### config.mk
export PLATFORM = sky130hd
export DESIGN_NAME = z80_int_ctrl
export DESIGN_NICKNAME = d
export VERILOG_FILES = /design/src/rtl/z80_int_ctrl.sv
export SDC_FILE = /design/constraint.sdc
export NUM_CORES = 1
export LEC_CHECK = 0
export CAP_MARGIN = 20
export CORE_MARGIN = 2
export CORE_UTILIZATION = 40
export CTS_CLUSTER_DIAMETER = 120
export DETAILED_ROUTE_END_ITERATION = 10
export PLACE_DENSITY = 0.75
export SLEW_MARGIN = 15
export SYNTH_ARGS = -nofsm -noshare
export SYNTH_HDL_FRONTEND = slang
export SYNTH_SLANG_ARGS = --single-unit
### constraint.sdc
create_clock -name clk -period 1.5 [get_ports clk]
set_input_delay 0.375 -clock clk [delete_from_list [all_inputs] [get_ports clk]]
set_output_delay 0.375 -clock clk [all_outputs]
set_load 0.03 [all_outputs]
### src/rtl/z80_int_ctrl.sv
// Z80 interrupt controller: refresh register R, IFF1/IFF2, IM, NMI/INT arbitration.
// Latency: all outputs registered; take_req rises the cycle after the qualifying insn_done.
// Backpressure: take_req/take_nmi hold in TAKE until take_ack, then return to RUN next cycle.
module z80_int_ctrl (
    input  logic       clk,
    input  logic       reset_n,
    input  logic       m1_done,
    input  logic       insn_done,
    input  logic       insn_ei,
    input  logic       insn_di,
    input  logic       insn_retn,
    input  logic       ld_r_we,
    input  logic [7:0] ld_r_data,
    input  logic       im_we,
    input  logic [1:0] im_data,
    input  logic       nmi_n,
    input  logic       int_n,
    input  logic       take_ack,
    output logic [7:0] reg_r,
    output logic       iff1,
    output logic       iff2,
    output logic [1:0] im,
    output logic       take_req,
    output logic       take_nmi
);

    typedef enum logic {ST_RUN = 1'b0, ST_TAKE = 1'b1} state_t;

    state_t     r_state;
    state_t     w_state_nxt;
    logic [7:0] r_reg_r;
    logic       r_iff1;
    logic       r_iff2;
    logic [1:0] r_im;
    logic       r_nmi_q;
    logic       r_nmi_pend;
    logic       r_ei_shadow;
    logic       r_take_nmi;

    logic [7:0] w_reg_r_nxt;
    logic [1:0] w_im_nxt;
    logic       w_iff1_eff;
    logic       w_iff2_eff;
    logic       w_iff1_nxt;
    logic       w_iff2_nxt;
    logic       w_shadow_nxt;
    logic       w_take_nmi_nxt;
    logic       w_nmi_clr;
    logic       w_nmi_edge;
    logic       w_nmi_pend_nxt;

    // State register for the RUN/TAKE sequencer.
    always_ff @(posedge clk or negedge reset_n) begin
        if (!reset_n) begin
            r_state <= ST_RUN;
        end else begin
            r_state <= w_state_nxt;
        end
    end

    // Next-state and interrupt-flag decisions taken at instruction boundaries.
    always_comb begin
        w_state_nxt    = r_state;
        w_iff1_eff     = r_iff1;
        w_iff2_eff     = r_iff2;
        w_iff1_nxt     = r_iff1;
        w_iff2_nxt     = r_iff2;
        w_shadow_nxt   = r_ei_shadow;
        w_take_nmi_nxt = r_take_nmi;
        w_nmi_clr      = 1'b0;
        case (r_state)
            ST_RUN: begin
                if (insn_done) begin
                    // Instruction effects on the enable flip-flops come first.
                    if (insn_ei) begin
                        w_iff1_eff = 1'b1;
                        w_iff2_eff = 1'b1;
                    end else if (insn_di) begin
                        w_iff1_eff = 1'b0;
                        w_iff2_eff = 1'b0;
                    end else if (insn_retn) begin
                        w_iff1_eff = r_iff2;
                    end
                    w_shadow_nxt = insn_ei;
                    if (r_nmi_pend) begin
                        // NMI saves the pre-instruction IFF1 into IFF2.
                        w_state_nxt    = ST_TAKE;
                        w_take_nmi_nxt = 1'b1;
                        w_iff2_nxt     = r_iff1;
                        w_iff1_nxt     = 1'b0;
                        w_nmi_clr      = 1'b1;
                    end else if (!int_n && w_iff1_eff && !r_ei_shadow && !insn_ei) begin
                        // Maskable interrupt is blocked on the EI boundary and the one after.
                        w_state_nxt    = ST_TAKE;
                        w_take_nmi_nxt = 1'b0;
                        w_iff1_nxt     = 1'b0;
                        w_iff2_nxt     = 1'b0;
                    end else begin
                        w_iff1_nxt = w_iff1_eff;
                        w_iff2_nxt = w_iff2_eff;
                    end
                end
            end
            ST_TAKE: begin
                if (take_ack) begin
                    w_state_nxt    = ST_RUN;
                    w_take_nmi_nxt = 1'b0;
                end
            end
            default: w_state_nxt = ST_RUN;
        endcase
    end

    // Datapath next values: R refresh counter, IM, and NMI edge latch (set beats clear).
    always_comb begin
        w_reg_r_nxt = r_reg_r;
        if (ld_r_we) begin
            w_reg_r_nxt = ld_r_data;
        end else if (m1_done) begin
            w_reg_r_nxt = {r_reg_r[7], r_reg_r[6:0] + 7'd1};
        end
        w_im_nxt = r_im;
        if (im_we && (im_data != 2'd3)) begin
            w_im_nxt = im_data;
        end
        w_nmi_edge     = r_nmi_q & ~nmi_n;
        w_nmi_pend_nxt = w_nmi_edge | (r_nmi_pend & ~w_nmi_clr);
    end

    // Architectural registers, all asynchronously cleared.
    always_ff @(posedge clk or negedge reset_n) begin
        if (!reset_n) begin
            r_reg_r     <= 8'h00;
            r_iff1      <= 1'b0;
            r_iff2      <= 1'b0;
            r_im        <= 2'd0;
            r_nmi_q     <= 1'b1;
            r_nmi_pend  <= 1'b0;
            r_ei_shadow <= 1'b0;
            r_take_nmi  <= 1'b0;
        end else begin
            r_reg_r     <= w_reg_r_nxt;
            r_iff1      <= w_iff1_nxt;
            r_iff2      <= w_iff2_nxt;
            r_im        <= w_im_nxt;
            r_nmi_q     <= nmi_n;
            r_nmi_pend  <= w_nmi_pend_nxt;
            r_ei_shadow <= w_shadow_nxt;
            r_take_nmi  <= w_take_nmi_nxt;
        end
    end

    assign reg_r    = r_reg_r;
    assign iff1     = r_iff1;
    assign iff2     = r_iff2;
    assign im       = r_im;
    assign take_req = (r_state == ST_TAKE);
    assign take_nmi = r_take_nmi;

endmodule

==> results of run 1 <==
## cell type report
cell class	count	area [µm²]	area share [%]
flip-flops and latches	17	427	33.5
clock buffers	3	22.5	1.77
clock inverters	1	7.51	0.590
well taps	27	33.8	2.65
inverters	3	11.3	0.885
repair buffers	46	403	31.7
multi-input cells	57	368	28.9
## per-stage QoR
step	hold slack, ns	setup TNS (ns)	setup WS [ns]	power (µW)	instances
CTS	0.307	0	0.0118	1460	154
finish	0.308	0	0.0632	1440	154
global placement	0.474	-1.01	-0.313	1240	150
detailed placement	0.480	-1.19	-0.343	1260	150
floorplan	0.0794	0	0.0234	927	78
global route	0.310	0	0.00429	1530	154
## routing by layer
layer	part of all wire (%)	vias up	global-route usage (%)	routed length, µm
met5	0	-	0	0
met4	1.1	0	7.14	21
met3	7.9	4	4.60	149
met2	50	39	32.2	933
met1	41	371	21.8	777
li1	-	369	-	-
## power groups by stage
stage                     logic, µW  clock network (µW)  registers [µW]
after floorplan                 160                   0             767
after global placement          632                   0             613
after detailed placement        642                   0             617
after CTS                       593                 258             606
after global routing            637                 276             618
final                           586                 245             606
## cells by family (layout without fill, tap and decap cells)
logic type / Yosys count / count (layout) / synth area share, %
buf+inv: 4 / 53 / 1.86
fa+ha+maj: 1 / 1 / 1.55
compound gates: 14 / 14 / 10.4
xor+xnor: 6 / 6 / 6.51
mux: 4 / 4 / 5.12
simple gates: 32 / 32 / 21.7
flops: 17 / 17 / 52.9
## path summary, 6_finish.rpt
check	from	endpoint	slack, ns
min reg2reg	r_ei_shadow	r_ei_shadow	0.49
max	iff2	iff2	0.06
min in group clk	r_ei_shadow	r_ei_shadow	0.49
min	reset_n	reg_r[7]	0.31
max in group asynchronous	reset_n	r_ei_shadow	0.74
max reg2reg	r_ei_shadow	iff2	0.10
## cell usage after synthesis, types with 2 or more instances
master	n	share of area [%]
o22ai_1	2	1.6
inv_1	3	1.4
mux2i_1	3	3.7
o21ai_0	7	4.3
nor2_1	6	2.8
dfrtp_1	16	50
nor2b_1	3	2.3
nor3_1	2	1.2
nand2_1	13	6.0
nand4_1	4	3.1
xor2_1	5	5.4
## timing repair
item / 4_1_cts / 5_1_grt
resized for setup: 18 / 6
buffers inserted: 0 / 0
pin swaps: 3 / 0
setup endpoints to repair: 15 / 5
## sequential cells by signal, indices dropped and copies added (netlist names)
| name | cells |
|---|---|
| iff1 | 1 |
| r_nmi_pend | 1 |
| r_nmi_q | 1 |
| iff2 | 1 |
| take_nmi | 1 |
| reg_r | 8 |
| im | 2 |
| r_ei_shadow | 1 |
| take_req | 1 |
==> run_results.csv, run 1 <==
group,metric,value,unit
global_route,grt_pass1_vias,813,
sta,slew_violations,0,
finish,finalInstanceArea,0.00127,mm²
drt,wl_per_cell,12.2,µm
sta,finalCritPeriodShare,95.8,%
power,sw_frac_of_total,37.0,%
clock_tree,cts_hold_buffers,0,
finish,drive_gt1_share,18.9,%
power,clkPwrFrac,17.1,%
yosys,synth-main-ff-cell,"dfrtp_1",
setup_path,r2r_cells,4,
setup_path,cp.required,1.12,ns
yosys,synth.distinct_cells,25,
setup_path,path_delay_family,"flip-flops",
yosys,yosys_register_bits,17,
finish,fin_nets,151,
clock_tree,clk_pin_slew,0.10,ns
floorplanning,placementRows,16,
power,p_int,906,µW
sta,setup_viol,0,
drt,drc,0,
setup_path,critPathArrivalTime,1.06,ns
floorplanning,coreArea,0.00192,mm²
clock_tree,clockBufferDepth,2,
drt,route.vias.total,783,
placed_design,placed_area,0.00127,mm²
sta,hold_viol,0,
yosys,syn_nets,101,
job,maxCapViolations,0,
finish,area_growth,57.7,%
sta,layout_min_cycle_time,1.44,ns
worst_hold_path,min_path_type,"input port to async pin",
setup_path,cp.depth,1,
clock_tree,cts.sinks,17,
setup_path,critPathMaxStageDelay,0.40,ns
finish,layout_common_cells,"clkdlybuf4s50_1 (19), dfrtp_1 (16), nand2_1 (13)",
sta,tightest_slew,0.330,ns
yosys,synth_cells,78,
finish,post-route-util,66.2,%
floorplanning,ioPinCount,36,
clock_tree,clock_latency,0.28,ns
sta,rsz0062_at_grt,"no",
setup_path,critPathBufInv,1,
setup_path,startpoint_type,"register",
global_route,grt_pass1_wl,3460,µm
placed_design,gp_routability_congestion,0.789,
clock_tree,clockRootBuffer,"clkbuf_4",
drt,drt-pass1-iter-count,4,
yosys,syn_avg_cell_area,10.3,µm²
finish,layout_commonest_cell,"clkdlybuf4s50_1",
yosys,synth_edf_count,0,
power,pwr-share-comb,40.8,%
placed_design,io_buffer_count,35,
setup_path,cp_max_fo,3,
yosys,synthArstFlopShare,100,%
global_route,overflow,0,
floorplanning,die_w,48.9,µm
placed_design,dpl.hpwl,1530,µm
clock_tree,cts_made_buffers,3,
floorplanning,start_util,42.0,%
power,seqPwrFrac,42.1,%
drt,wl,1880,µm
global_route,antenna_found_initial,0,
sta,relSlewSlack,77.8,%
setup_path,crit_type,"register to output port",
setup_path,worstPathCellList,"clkdlybuf4s15_1",
floorplanning,dieArea,0.00239,mm²
clock_tree,cts-htree-levels,1,
sta,fmax,696,MHz
finish,nFillCells,168,
status,status,"finished, final reports clean",
power,power_density,1130,mW/mm²
yosys,seq_area_frac_synth,52.9,%
yosys,syn_area,807,µm²
clock_tree,cts_tree,"yes",
power,ir_drop,0.000547,V
drt,vias_per_cell,5.08,
drt,drt_iter0_markers,11,
global_route,grt_max_degree,15,
yosys,ys.warnings.count,0,
global_route,grt_usage,18.5,%
power,p_switching,532,µW
floorplanning,die_h,48.9,µm
sta,skew,0.00568,ns
power,p_leak,0.000581,µW
drt,ant_nets,0,
finish,diodes,0,
setup_path,worst_path_max_delay_cell,"dfrtp_1",
setup_path,cp-end-kind,"output port",
No activity file was read; power rests on OpenSTA's default activity.
==> inputs of run 2 (changes only) <==
SLEW_MARGIN = not set   (was 15)
clock period = 1.35 ns   (was 1.5 ns; I/O delays follow)
==> run_results.csv, run 2 (same netlist as run 1, synthesis figures left out) <==
group,metric,value,unit
floorplanning,coreArea,0.00192,mm²
clock_tree,cts_tree,"yes",
finish,fin_nets,150,
clock_tree,clockBufferDepth,2,
setup_path,cp.required,1.57,ns
power,p_leak,0.000587,µW
drt,met2_wirelength,909,µm
setup_path,cp-end-kind,"register",
floorplanning,placementRows,16,
drt,drt_iter0_markers,5,
finish,fin_cells,153,
sta,layout_min_cycle_time,1.36,ns
status,violations,"negative setup slack",
global_route,overflow,0,
finish,layout_commonest_cell,"buf_4",
drt,top_layer,"met3",
clock_tree,clockRootBuffer,"clkbuf_4",
global_route,grt_pass1_vias,812,
placed_design,io_buffer_count,35,
job,maxCapViolations,0,
finish,layout_common_cells,"buf_4 (22), clkdlybuf4s50_1 (17), dfrtp_1 (15)",
setup_path,cp_max_fo,3,
clock_tree,cts-htree-levels,1,
drt,drt-pass1-iter-count,3,
drt,route.vias.total,737,
sta,rsz0062_at_grt,"yes",
placed_design,placed_area,0.00122,mm²
global_route,grt_max_degree,18,
floorplanning,die_h,48.9,µm
finish,post-route-util,66.0,%
worst_hold_path,min_path_type,"input port to async pin",
clock_tree,cts_made_buffers,3,
power,power_density,1290,mW/mm²
global_route,grt_pass1_wl,3390,µm
setup_path,startpoint_type,"register",
floorplanning,start_util,42.0,%
power,ir_drop,0.000696,V
setup_path,crit_type,"register to register",
finish,finalInstanceArea,0.00127,mm²
drt,wl_met3,112,µm
placed_design,dp.cells,147,
setup_path,r2r_cells,4,
sta,finalSetupTns,-0.0201,ns
drt,drc,0,
sta,setup_viol,2,
placed_design,gp_routability_congestion,0.780,
floorplanning,dieArea,0.00239,mm²
finish,drive_gt1_share,27.0,%
finish,nFillCells,168,
sta,relSlewSlack,82.7,%
clock_tree,cts.sinks,17,
global_route,antenna_found_initial,0,
global_route,grt_usage,17.7,%
status,status,"finished with violations",
sta,skew,0.00211,ns
drt,met1_length,825,µm
sta,setup_ws,-0.0120,ns
clock_tree,clock_latency,0.28,ns
drt,vias_per_cell,4.82,
placed_design,dpl.hpwl,1480,µm
drt,wl_per_cell,12.1,µm
sta,fmax,734,MHz
drt,wl,1850,µm
floorplanning,ioPinCount,36,
finish,diodes,0,
sta,slew_violations,0,
sta,hold_viol,0,
clock_tree,clk_pin_slew,0.09,ns
finish,largest_reg_flops,8,
drt,ant_nets,0,
floorplanning,die_w,48.9,µm
sta,finalCritPeriodShare,101,%
sta,tightest_slew,0.257,ns
setup_path,reg2reg_slack,-0.01,ns
finish,area_growth,57.1,%
setup_path,critPathArrivalTime,1.59,ns
-- run 2: cell count changes in the layout (fill, tap and decap cells not counted), sizes merged --
cell	before	now
buf	11	23
dlygate4sd2	12	3
clkbuf	6	4
clkdlybuf4s50	19	17
clkinvlp	1	0
dlymetal6s2s	0	1
-- run 2: per-layer routing --
| layer | up-vias | global-route usage [%] |
|---|---|---|
| met4 | 0 | 5.71 |
| met1 | 344 | 20.5 |
| met2 | 27 | 32.9 |
| met3 | 0 | 3.07 |
| met5 | - | 0 |
| li1 | 366 | - |
-- run 2: path summary, 6_finish.rpt --
path / start / endpoint
hold / removal: reset_n / take_req
setup reg to reg: take_req / iff2
hold reg to reg: r_ei_shadow / r_ei_shadow
min in group clk: nmi_n / r_nmi_q
setup / recovery: take_req / iff2
max in group asynchronous: reset_n / r_nmi_q
-- run 2: metrics by stage --
| stage | power, µW | hold slack [ns] | worst slack [ns] |
|---|---|---|---|
| 2_1_floorplan | 1030 | 0.0419 | -0.0715 |
| 3_3_place_gp | 1340 | 0.474 | -0.427 |
| 3_5_place_dp | 1360 | 0.468 | -0.465 |
| 4_1_cts | 1650 | 0.374 | -0.0611 |
| 5_1_grt | 1740 | 0.403 | -0.101 |
| 6_report | 1630 | 0.374 | -0.0120 |
-- run 2: final cells by class --
type / count / area (µm²) / share of cell area, %
Inverter: 3 / 11.3 / 0.888
Sequential cell: 17 / 428 / 33.8
Clock buffer: 4 / 26.3 / 2.07
Multi-Input combinational cell: 57 / 372 / 29.3
Timing Repair Buffer: 45 / 397 / 31.3
Tap cell: 27 / 33.8 / 2.67
-- run 2: report_power, final --
part / switching (µW) / internal [µW] / total [µW] / leakage [µW]
logic: 354 / 322 / 675 / 0.000372
clock network: 148 / 115 / 262 / 0.0000150
registers: 90.8 / 607 / 697 / 0.000200
-- run 2: critical path: stages, from the launching register on --
cell	delay, ns
dfrtp_2	0.41
or2b_4	0.26
nor4_4	0.32
buf_4	0.18
o31a_1	0.13
-- run 2: timing repair --
action,in CTS,in global routing
resized for setup,7,2
endpoints found under the setup margin,5,4
hold buffers,0,0
pin swaps,4,3
buffers inserted,2,0
==> inputs of run 3 (changes only) <==
HOLD_SLACK_MARGIN = 0.05   (was not set)
==> results of run 3 <==
Same layout as run 2: the final DEF is identical, and so are final timing and power.
